File: config.mk
export PLATFORM = sky130hd
export DESIGN_NAME = sdram_uart_cmd_flat
export DESIGN_NICKNAME = d
export VERILOG_FILES = /design/src/rtl/sdram_uart_cmd_pkg.sv /design/src/rtl/sdram_uart_cmd_if.sv /design/src/rtl/sdram_uart_cmd_timeout.sv /design/src/rtl/sdram_uart_cmd.sv /design/src/flat_wrapper.sv
export SDC_FILE = /design/constraint.sdc
export NUM_CORES = 1
export LEC_CHECK = 0
export CORE_MARGIN = 1.5
export CORE_UTILIZATION = 50
export CTS_CLUSTER_DIAMETER = 120
export DETAILED_ROUTE_END_ITERATION = 10
export GPL_TIMING_DRIVEN = 0
export PLACE_DENSITY = 0.72
export SYNTH_ARGS = -nofsm -noshare
export SYNTH_HDL_FRONTEND = slang
export SYNTH_SLANG_ARGS = --single-unit
File: constraint.sdc
create_clock -name clk -period 6.23 [get_ports clk]
set_input_delay 1.246 -clock clk [delete_from_list [all_inputs] [get_ports clk]]
set_output_delay 1.246 -clock clk [all_outputs]
set_load 0.01 [all_outputs]
File: src/rtl/sdram_uart_cmd_pkg.sv
// Shared constants for the UART command bridge: opcodes, reply bytes,
// FSM state encoding and per-opcode argument byte counts.
package sdram_uart_pkg;

  localparam logic [7:0] OP_WRITE = 8'h57;
  localparam logic [7:0] OP_READ  = 8'h52;
  localparam logic [7:0] OP_BURST = 8'h42;

  localparam logic [7:0] RPL_OK  = 8'h4B;
  localparam logic [7:0] RPL_BAD = 8'h3F;
  localparam logic [7:0] RPL_TMO = 8'h54;

  localparam logic [2:0] NARG_WRITE = 3'd5;
  localparam logic [2:0] NARG_READ  = 3'd3;
  localparam logic [2:0] NARG_BURST = 3'd4;

  typedef enum logic [2:0] {
    S_IDLE,
    S_ARG,
    S_MEM_REQ,
    S_MEM_WAIT,
    S_TX
  } state_t;

  // Zero marks an opcode the bridge does not understand.
  function automatic logic [2:0] arg_count(input logic [7:0] op);
    case (op)
      OP_WRITE: return NARG_WRITE;
      OP_READ:  return NARG_READ;
      OP_BURST: return NARG_BURST;
      default:  return 3'd0;
    endcase
  endfunction

endpackage

File: src/rtl/sdram_uart_cmd_if.sv
// Logical access port between the command bridge (master) and sdram_ctrl (slave).
interface sdram_uart_cmd_if #(
  parameter int ADDR_WIDTH = 24,
  parameter int DATA_WIDTH = 16
);
  logic [ADDR_WIDTH-1:0] sd_addr;
  logic [DATA_WIDTH-1:0] sd_wr_data;
  logic [DATA_WIDTH-1:0] sd_rd_data;
  logic                  sd_we;
  logic                  sd_enable;
  logic                  sd_ack;
  logic                  sd_idle;

  modport master (
    output sd_addr, sd_wr_data, sd_we, sd_enable,
    input  sd_rd_data, sd_ack, sd_idle
  );

  modport slave (
    input  sd_addr, sd_wr_data, sd_we, sd_enable,
    output sd_rd_data, sd_ack, sd_idle
  );
endinterface

File: src/rtl/sdram_uart_cmd_timeout.sv
// Inter-byte timeout: loadable down-counter that flags expiry while enabled.
module uart_timeout #(
  parameter int TIMEOUT = 120000
) (
  input  logic clk,
  input  logic rst,
  input  logic reload,
  input  logic enable,
  output logic expired
);
  localparam int CW = $clog2(TIMEOUT + 1);

  logic [CW-1:0] r_cnt;

  always_ff @(posedge clk or posedge rst) begin
    if (rst) begin
      r_cnt <= '0;
    end else if (reload) begin
      r_cnt <= CW'(TIMEOUT);
    end else if (enable && (r_cnt != '0)) begin
      r_cnt <= r_cnt - CW'(1);
    end
  end

  assign expired = enable && (r_cnt == '0);

endmodule

File: src/rtl/sdram_uart_cmd.sv
// Host command bridge: parses W/R/B frames from the UART, issues SDRAM
// accesses through the logical port and returns acks or read data.
module sdram_uart_cmd
  import sdram_uart_pkg::*;
#(
  parameter int ADDR_WIDTH = 24,
  parameter int DATA_WIDTH = 16,
  parameter int TIMEOUT    = 120000
) (
  input  logic             clk,
  input  logic             reset,
  input  logic [7:0]       rxd,
  input  logic             rxd_strobe,
  output logic [7:0]       txd,
  output logic             txd_strobe,
  input  logic             txd_ready,
  sdram_uart_cmd_if.master sd,
  output logic             busy,
  output logic             overrun
);
  localparam int SHW = ADDR_WIDTH + DATA_WIDTH;

  state_t                r_state, w_state_n;
  logic [7:0]            r_op, w_op_n;
  logic [2:0]            r_argcnt, w_argcnt_n;
  logic [SHW-9:0]        r_args, w_args_n;
  logic [SHW-1:0]        w_shift;
  logic [7:0]            r_txd, w_txd_n;
  logic                  r_txd_strobe, w_txd_strobe_n;
  logic [ADDR_WIDTH-1:0] r_addr, w_addr_n;
  logic [DATA_WIDTH-1:0] r_wdata, w_wdata_n;
  logic                  r_we, w_we_n;
  logic                  r_en, w_en_n;
  logic                  r_busy, w_busy_n;
  logic                  r_overrun, w_overrun_n;
  logic [DATA_WIDTH-1:0] r_buf, w_buf_n;
  logic [1:0]            r_txleft, w_txleft_n;
  logic [7:0]            r_words, w_words_n;
  logic                  w_reload, w_tmo_en, w_expired, w_last;

  assign w_tmo_en = (r_state == S_ARG);

  uart_timeout #(.TIMEOUT(TIMEOUT)) u_timeout (
    .clk     (clk),
    .rst     (reset),
    .reload  (w_reload),
    .enable  (w_tmo_en),
    .expired (w_expired)
  );

  always_ff @(posedge clk or posedge reset) begin
    if (reset) begin
      r_state      <= S_IDLE;
      r_op         <= '0;
      r_argcnt     <= '0;
      r_args       <= '0;
      r_txd        <= '0;
      r_txd_strobe <= 1'b0;
      r_addr       <= '0;
      r_wdata      <= '0;
      r_we         <= 1'b0;
      r_en         <= 1'b0;
      r_busy       <= 1'b0;
      r_overrun    <= 1'b0;
      r_buf        <= '0;
      r_txleft     <= '0;
      r_words      <= '0;
    end else begin
      r_state      <= w_state_n;
      r_op         <= w_op_n;
      r_argcnt     <= w_argcnt_n;
      r_args       <= w_args_n;
      r_txd        <= w_txd_n;
      r_txd_strobe <= w_txd_strobe_n;
      r_addr       <= w_addr_n;
      r_wdata      <= w_wdata_n;
      r_we         <= w_we_n;
      r_en         <= w_en_n;
      r_busy       <= w_busy_n;
      r_overrun    <= w_overrun_n;
      r_buf        <= w_buf_n;
      r_txleft     <= w_txleft_n;
      r_words      <= w_words_n;
    end
  end

  always_comb begin
    w_state_n      = r_state;
    w_op_n         = r_op;
    w_argcnt_n     = r_argcnt;
    w_args_n       = r_args;
    w_txd_n        = r_txd;
    w_txd_strobe_n = 1'b0;
    w_addr_n       = r_addr;
    w_wdata_n      = r_wdata;
    w_we_n         = r_we;
    w_en_n         = r_en;
    w_overrun_n    = r_overrun;
    w_buf_n        = r_buf;
    w_txleft_n     = r_txleft;
    w_words_n      = r_words;
    w_reload       = 1'b0;
    w_shift        = {r_args, rxd};
    w_last         = ((r_argcnt + 3'd1) == arg_count(r_op));

    case (r_state)
      S_IDLE: begin
        if (rxd_strobe) begin
          w_op_n     = rxd;
          w_argcnt_n = '0;
          if (arg_count(rxd) != 3'd0) begin
            w_reload  = 1'b1;
            w_state_n = S_ARG;
          end else begin
            w_buf_n    = DATA_WIDTH'(RPL_BAD);
            w_txleft_n = 2'd1;
            w_state_n  = S_TX;
          end
        end
      end
      S_ARG: begin
        // A byte arriving in the expiry cycle takes priority over the timeout.
        if (rxd_strobe) begin
          w_args_n   = w_shift[SHW-9:0];
          w_argcnt_n = r_argcnt + 3'd1;
          w_reload   = 1'b1;
          if (w_last) begin
            w_state_n = S_MEM_REQ;
            w_words_n = '0;
            w_we_n    = 1'b0;
            case (r_op)
              OP_WRITE: begin
                w_addr_n  = w_shift[SHW-1:DATA_WIDTH];
                w_wdata_n = w_shift[DATA_WIDTH-1:0];
                w_we_n    = 1'b1;
              end
              OP_BURST: begin
                w_addr_n  = w_shift[ADDR_WIDTH+7:8];
                w_words_n = w_shift[7:0];
              end
              default: w_addr_n = w_shift[ADDR_WIDTH-1:0];
            endcase
          end
        end else if (w_expired) begin
          w_buf_n    = DATA_WIDTH'(RPL_TMO);
          w_txleft_n = 2'd1;
          w_state_n  = S_TX;
        end
      end
      S_MEM_REQ: begin
        if (sd.sd_idle) begin
          w_en_n    = 1'b1;
          w_state_n = S_MEM_WAIT;
        end
      end
      S_MEM_WAIT: begin
        if (sd.sd_ack) begin
          w_en_n    = 1'b0;
          w_state_n = S_TX;
          if (r_we) begin
            w_buf_n    = DATA_WIDTH'(RPL_OK);
            w_txleft_n = 2'd1;
          end else begin
            w_buf_n    = sd.sd_rd_data;
            w_txleft_n = 2'd2;
          end
        end
      end
      S_TX: begin
        if (r_txleft != 2'd0) begin
          if (txd_ready && !r_txd_strobe) begin
            w_txd_n        = (r_txleft == 2'd2) ? r_buf[DATA_WIDTH-1 -: 8] : r_buf[7:0];
            w_txd_strobe_n = 1'b1;
            w_txleft_n     = r_txleft - 2'd1;
          end
        end else if (r_words != 8'd0) begin
          w_words_n = r_words - 8'd1;
          w_addr_n  = r_addr + ADDR_WIDTH'(2);
          w_state_n = S_MEM_REQ;
        end else begin
          w_state_n = S_IDLE;
        end
      end
      default: w_state_n = S_IDLE;
    endcase

    if (rxd_strobe && (r_state inside {S_MEM_REQ, S_MEM_WAIT, S_TX})) begin
      w_overrun_n = 1'b1;
    end
    w_busy_n = (w_state_n != S_IDLE);
  end

  assign txd           = r_txd;
  assign txd_strobe    = r_txd_strobe;
  assign busy          = r_busy;
  assign overrun       = r_overrun;
  assign sd.sd_addr    = r_addr;
  assign sd.sd_wr_data = r_wdata;
  assign sd.sd_we      = r_we;
  assign sd.sd_enable  = r_en;

endmodule
File: src/flat_wrapper.sv
// flat-port wrapper written by rule: the top's interface ports become plain ports
module sdram_uart_cmd_flat import sdram_uart_pkg::*;
#(
  parameter int ADDR_WIDTH = 24,
  parameter int DATA_WIDTH = 16,
  parameter int TIMEOUT    = 120000
)
  (clk, reset, rxd, rxd_strobe, txd, txd_strobe, txd_ready, busy, overrun, sd_sd_addr, sd_sd_wr_data, sd_sd_we, sd_sd_enable, sd_sd_rd_data, sd_sd_ack, sd_sd_idle);
  sdram_uart_cmd_if #(.ADDR_WIDTH(ADDR_WIDTH), .DATA_WIDTH(DATA_WIDTH)) sd_i ();
  input  logic clk;
  input  logic reset;
  input  logic [7:0] rxd;
  input  logic rxd_strobe;
  output logic [7:0] txd;
  output logic txd_strobe;
  input  logic txd_ready;
  output logic busy;
  output logic overrun;
  output wire logic [$bits(sd_i.sd_addr)-1:0] sd_sd_addr;
  output wire logic [$bits(sd_i.sd_wr_data)-1:0] sd_sd_wr_data;
  output wire logic [$bits(sd_i.sd_we)-1:0] sd_sd_we;
  output wire logic [$bits(sd_i.sd_enable)-1:0] sd_sd_enable;
  input wire logic [$bits(sd_i.sd_rd_data)-1:0] sd_sd_rd_data;
  input wire logic [$bits(sd_i.sd_ack)-1:0] sd_sd_ack;
  input wire logic [$bits(sd_i.sd_idle)-1:0] sd_sd_idle;
  assign sd_sd_addr = sd_i.sd_addr;
  assign sd_sd_wr_data = sd_i.sd_wr_data;
  assign sd_sd_we = sd_i.sd_we;
  assign sd_sd_enable = sd_i.sd_enable;
  assign sd_i.sd_rd_data = sd_sd_rd_data;
  assign sd_i.sd_ack = sd_sd_ack;
  assign sd_i.sd_idle = sd_sd_idle;
  sdram_uart_cmd #(.ADDR_WIDTH(ADDR_WIDTH), .DATA_WIDTH(DATA_WIDTH), .TIMEOUT(TIMEOUT)) u_core (.clk(clk), .reset(reset), .rxd(rxd), .rxd_strobe(rxd_strobe), .txd(txd), .txd_strobe(txd_strobe), .txd_ready(txd_ready), .sd(sd_i), .busy(busy), .overrun(overrun));
endmodule
==> results of run 1 <==
-- area by class of cell --
class                      count  share of cell area [%]
tap                          184                   2.473
timing repair buffer          83                   9.113
multi-input combinational    554                   40.27
clock inverter                13                   1.922
buffer                        49                   2.406
clock buffer                  19                   4.866
inverter                      18                  0.7796
sequential                   142                   38.17
-- metal layers --
metal / up-vias / global-route usage, % / part of all wire (%)
met5: - / 0 / 0
met4: 0 / 9.669 / 2.0
met3: 37 / 5.480 / 7.5
met2: 336 / 42.50 / 46
met1: 3306 / 37.95 / 44
li1: 3035 / - / -
-- registers in the layout, indices dropped and copies added (netlist names) --
name	flops
u_core.busy	1
u_core.overrun	1
u_core.r_argcnt	3
u_core.r_args	32
u_core.r_buf	16
u_core.r_op	8
u_core.r_state	3
u_core.r_txleft	2
u_core.r_words	8
u_core.sd.sd_addr	24
u_core.sd.sd_enable	1
u_core.sd.sd_we	1
u_core.sd.sd_wr_data	16
u_core.txd	8
u_core.txd_strobe	1
u_core.u_timeout.r_cnt	17
-- worst max-delay path: cells and delay by family --
kind | cells | cell delay [ps]
compound gates | 1 | 400
buf+inv | 3 | 1120
simple gates | 3 | 1310
-- through the flow --
step	setup WS [ps]	TNS (ps)	utilization (%)	hold slack (ps)	total power, mW
6_report	2466	0	63.33	477.9	4.414
3_3_place_gp	-693.1	-96480	58.81	453.2	3.233
2_1_floorplan	1174	0	-	448.6	2.653
5_1_grt	2330	0	63.33	499.3	4.678
4_1_cts	2553	0	63.33	482.6	4.397
3_5_place_dp	2122	0	59.03	469.3	3.299
-- kinds of logic (layout without fill, tap and decap cells) --
family          count (synthesis)  in the layout  synth area share (%)
mux                            65             65                 9.853
xor+xnor                       18             18                 2.076
buf+inv                        67            182                 3.839
fa+ha+maj                       7              7                 1.153
compound gates                207            207                 19.72
simple gates                  257            257                 16.56
flops                         142            142                 46.80
-- final timing paths --
| kind | startpoint | endpoint | slack (ps) | cells after the start |
|---|---|---|---|---|
| setup / recovery | rxd_strobe | u_core.sd.sd_addr[20] | 2470 | 7 |
| max in group asynchronous | reset | u_core.sd.sd_wr_data[15] | 4170 | 3 |
| min in group asynchronous | reset | u_core.r_buf[7] | 1230 | 2 |
| hold reg to reg | u_core.txd[2] | u_core.txd[2] | 480 | 2 |
| hold / removal | u_core.txd[2] | u_core.txd[2] | 480 | 2 |
| setup reg to reg | u_core.r_state[1] | u_core.sd.sd_addr[20] | 3050 | 8 |
-- cell usage in the layout (no fill, tap or decap), types with 16 or more instances in the layout --
cell	netlist	layout
a211oi_1	16	16
a21oi_1	24	24
a22oi_1	21	21
clkbuf_1	35	35
clkbuf_16	0	17
clkdlybuf4s50_1	0	82
dfrtp_1	142	142
inv_1	17	16
mux2_2	42	42
nand2_1	111	111
nor2_1	47	47
o21ai_0	37	37
-- power breakdown --
group | switching, mW | internal (mW) | total [mW]
combinational | 1.01 | 0.764 | 1.78
clock | 0.426 | 0.661 | 1.09
sequential | 0.321 | 1.23 | 1.55
==> impl_results.md, run 1 <==
- Critical Path Start Type: input port
- Rel. slew slack: 27.23%
- Clk Tree Root Cell: clkbuf_16
- Maxcap violations: 0
- Filler cells: 1203
- Worst path cell trace: clkdlybuf4s50_1 -> inv_1 -> nor2_1 -> and3_1 -> clkbuf_1 -> nand2_1 -> a221oi_1
- Max Transition Viols Final: 0
- Max stage delay on crit path: 620 ps
- All-Layer GR Usage: 27.23%
- Clock Sinks: 142
- Clock latency on the worst-skew pair: 420 ps
- Tightest Hold Check Type: reg -> reg
- Final min period: 3764 ps
- Synth top area cells: dfrtp_1 (47%), mux2_2 (6.2%), nand2_1 (5.5%)
- Most common cell in the netlist: dfrtp_1
- Worst-path clk slew: 60 ps
- WL/cell: 19.74 µm
- Finished Layout Cells: 1062
- Area Growth Syn to Fin: 22.59%
- Worst Tran Pin Value: 1078 ps
- Syn Nets: 800
- Number of flops mapped to enable cells by yosys: 0
- Initial antenna violation count: 0
- Vias in the first global route: 6469
- Top-area cell type share of the netlist area: 46.80%
- Commonest cells post-synth: dfrtp_1 (142), nand2_1 (111), nor2_1 (47), mux2_2 (42), o21ai_0 (37)
- Setup violators final: 0
- Starting Density: 51.66%
- Placed cells: 1030
- CP max stage cell: nor2_1
- Mapped Area: 0.007594 mm²
- Status: finished clean
- Synthesized area per cell: 9.952 µm²
- Async SR Flop Fraction: 100.0%
- Synth area leader: dfrtp_1
- # diodes: 0
- Tcrit/Tclk final: 60.41%
- Syn Inst Count: 763
- Full die area: 0.01594 mm²
- Seq/Total Area, Yosys: 46.80%
- Routed vias/inst: 6.322
- Post-CTS sizing: 0
- Fin nets: 902
- DR pass1 iterations: 6
- Number of port buffers: 82
- Worst Path Required: 6540 ps
- Total congestion overflow: 0
- Yosys reg bits: 142
- Leakage: 3.850 nW
- Final hold vios: 0
- RSZ-0062 raised after global routing: no
- Setup bufs post-CTS: 0
- Hold buffers post-CTS: 0
- Top-level port count: 83
- Cell Pwr Density: 474.1 mW/mm²
- Synthesis Warnings: 0
- # DRC: 0
- Die width: 126.2 µm
- Critical path endpoint category: register
- Vias: 6714
- Clk_skew: 7.375 ps
- Core area: 0.01470 mm²
- Largest net degree at the start of global routing: 97
- H-tree lvl count: 4
- Post-DP Area: 0.008677 mm²
- Max VDD drop: 0.0002494 V
- ANT nets after route: 0
- TritonCTS clock tree: built
- Fraction of layout cells with a size suffix above 1: 12.53%
- Area of the multi-input gates: 0.003749 mm²
- Storage element area: 0.003553 mm²
- Critical path data arrival time: 4070 ps
- Dominant synthesized flop cell: dfrtp_1
- Post-route design area: 0.009309 mm²
- Inserted Clock Buffers: 17
- Post-DP HPWL: 14.67 mm
- Crit path kind: in -> reg
- Final wirelength: 20.96 mm
- First-pass GRT wire length: 34.08 mm
- Height of the die: 126.2 µm
- Maximum fanout along the worst path: 9
- DRT iter0 DRCs: 815
- Placer Congestion: 0.8831
- Achievable Freq: 265.7 MHz
- Longest Clk Path Bufs: 2
- FP Rows: 44
- Cell variety after synth: 73
Power figures use the tool's default switching activity.
==> run 2: changes to the inputs <==
==> constraint.sdc (replaced) <==
create_clock -name clk -period 3.7 [get_ports clk]
set_input_delay 0.74 -clock clk [delete_from_list [all_inputs] [get_ports clk]]
set_output_delay 0.74 -clock clk [all_outputs]
set_load 0.01 [all_outputs]
==> run 2 against run 1 <==
Effect of this change: via count barely moved; utilization fell by 0.29 points; sequential power rose by 69%; clock-buffer cell count did not move; critical path type unchanged.
==> impl_results.md, run 2 (same netlist as run 1, synthesis figures left out) <==
- All-Layer GR Usage: 28.42% (was 27.23%)
- Worst Tran Pin Value: 1042 ps (was 1078 ps)
- ANT nets after route: 0 (unchanged)
- TritonCTS clock tree: built (unchanged)
- Final hold vios: 0 (unchanged)
- Core Util, Final: 63.04% (was 63.33%)
- Inserted Clock Buffers: 17 (unchanged)
- Fin Setup TNS: 0 ps (unchanged)
- CP max stage cell: nor2_1 (unchanged)
- Clock latency on the worst-skew pair: 430 ps (was 420 ps)
- R2R Path Start: u_core.r_state[0] (was u_core.r_state[1])
- Core area: 0.01470 mm² (unchanged)
- Max VDD drop: 0.0003717 V (was 0.0002494 V)
- # DRC: 0 (unchanged)
- R2r endpoint: u_core.sd.sd_addr[14] (was u_core.sd.sd_addr[20])
- Clock Sinks: 142 (unchanged)
- Critical path data arrival time: 3600 ps (was 4070 ps)
- Commonest non-fill, non-tap cell in the layout: dfrtp_1 (unchanged)
- Status: finished clean (unchanged)
- Maximum fanout along the worst path: 9 (unchanged)
- Clk_skew: 8.231 ps (was 7.375 ps)
- Starting Density: 51.66% (unchanged)
- Final min period: 3271 ps
- Tightest Hold Check Type: reg -> reg (unchanged)
- Final wirelength: 21.52 mm (was 20.96 mm)
- Worst Path Required: 4020 ps (was 6540 ps)
- Setup bufs post-CTS: 0 (unchanged)
- Die width: 126.2 µm (unchanged)
- Rel. slew slack: 29.93% (was 27.23%)
- Max stage delay on crit path: 710 ps (was 620 ps)
- CP top delay family: simple AND/OR/NAND/NOR gates (unchanged)
- Hold depth: 2 (unchanged)
- Hold_sp: u_core.txd[3] (was u_core.txd[2])
- Hold buffers post-CTS: 0 (unchanged)
- Flop2flop setup slack: 460 ps (was 3050 ps)
- Crit path kind: in -> reg (unchanged)
- Routed vias/inst: 6.306 (was 6.322)
- Maxcap violations: 0 (unchanged)
- Leakage: 3.818 nW (was 3.850 nW)
- RSZ-0062 raised after global routing: no (unchanged)
- First-pass GRT wire length: 35.59 mm (was 34.08 mm)
- Number of port buffers: 82 (unchanged)
- CP bufs+invs: 3 (unchanged)
- Vias in the first global route: 6680 (was 6469)
- Fin nets: 904 (was 902)
- DRT iter0 DRCs: 842 (was 815)
- Total congestion overflow: 0 (unchanged)
- Vias: 6710 (was 6714)
- # diodes: 0 (unchanged)
- Flip-flop count of the largest register after layout: 32 (unchanged)
- R2R cell count: 8 (unchanged)
- Filler cells: 1194 (was 1203)
- Worst Hold Path EP: u_core.txd[3] (was u_core.txd[2])
- Achievable Freq: 305.7 MHz
- Setup violators final: 0 (unchanged)
- Placer Congestion: 0.8831 (unchanged)
- H-tree lvl count: 4 (unchanged)
- Post-DP HPWL: 15.14 mm (was 14.67 mm)
- Tcrit/Tclk final: 88.41%
- Most frequent cells in the layout: dfrtp_1 (142), nand2_1 (111), clkdlybuf4s50_1 (82), nor2_1 (47), mux2_2 (42) (unchanged)
- FP Rows: 44 (unchanged)
- WL/cell: 20.23 µm (was 19.74 µm)
- Height of the die: 126.2 µm (unchanged)
- Worst-path clk slew: 60 ps (about the same)
- Critical Path Start Type: input port (unchanged)
- Area Growth Syn to Fin: 22.03% (was 22.59%)
- Fraction of layout cells with a size suffix above 1: 12.73% (was 12.53%)
- Largest register by flop count: u_core.r_args (unchanged)
- DR pass1 iterations: 6 (unchanged)
- Largest net degree at the start of global routing: 44 (was 97)
- Post-CTS sizing: 0 (unchanged)
- Max Transition Viols Final: 0 (unchanged)
- Worst path cell trace: clkdlybuf4s50_1 -> inv_1 -> nor2_1 -> and3_1 -> clkbuf_1 -> nand2_1 -> a221oi_1 (unchanged)
- Clk Tree Root Cell: clkbuf_16 (unchanged)
- Top-level port count: 83 (unchanged)
- Cell Pwr Density: 781.3 mW/mm² (was 474.1 mW/mm²)
- Full die area: 0.01594 mm² (unchanged)
- Initial antenna violation count: 0 (unchanged)
- Critical path endpoint category: register (unchanged)
- Longest Clk Path Bufs: 2 (unchanged)
run 2: changes by cell type in the layout (fill, tap and decap cells not counted), sizes merged:
cell / previous run / this run
clkinvlp: 1 / 5
buf: 15 / 17
bufinv: 3 / 0
clkinv: 6 / 5
run 2: worst max path at each step:
stage | to | startpoint | cells past startpoint
6_report | u_core.sd.sd_addr[14] | rxd_strobe | 7
3_5_place_dp | u_core.sd.sd_addr[12] | rxd_strobe | 7
2_1_floorplan | u_core.busy | reset | 1
5_1_grt | u_core.sd.sd_addr[12] | u_core.r_state[0] | 8
4_1_cts | u_core.sd.sd_addr[12] | rxd_strobe | 7
3_3_place_gp | u_core.sd.sd_wr_data[13] | reset | 2
run 2: metrics by stage:
stage	instance area [µm²]	instances	hold slack (ps)	setup WS (ps)	power, mW
after floorplan	7597	763	448.6	1183	4.468
after global placement	8648	1029	452.8	-36.83	5.444
after detailed placement	8708	1032	471.1	73.90	5.566
after CTS	9266	1064	484.4	477.2	7.206
after global routing	9266	1064	495.6	234.4	7.690
final	9266	1064	480.0	428.7	7.240
run 2: worst reg2reg max path: cells and delay by family, from the launching register on:
family	cells	cell delay, ps
compound gates	1	390
buf+inv	2	540
flops	1	320
simple gates	5	1880
run 2: routing by layer:
layer / wire length (µm) / part of all wire, % / vias to the layer above / track usage [%]
met2: 10110 / 47 / 298 / 45.09
met1: 9585 / 45 / 3338 / 39.25
li1: - / - / 3042 / -
met3: 1511 / 7.0 / 32 / 5.353
met4: 316 / 1.5 / 0 / 10.21
met5: 0 / 0 / - / 0
run 2: final cells by class:
type	instances	area [µm²]	share of cell area, %
Inverter	18	71.32	0.7696
Tap cell	184	230.2	2.484
Clock inverter	13	105.1	1.134
Buffer	49	224.0	2.417
Sequential cell	142	3553	38.35
Clock buffer	19	452.9	4.888
Timing Repair Buffer	85	880.8	9.506
Multi-Input combinational cell	554	3749	40.45
run 2: report_power, final:
| part | switching (mW) | internal (mW) |
|---|---|---|
| sequential | 0.549 | 2.07 |
| clock | 0.718 | 0.903 |
| combinational | 1.71 | 1.29 |
| total | 2.97 | 4.27 |
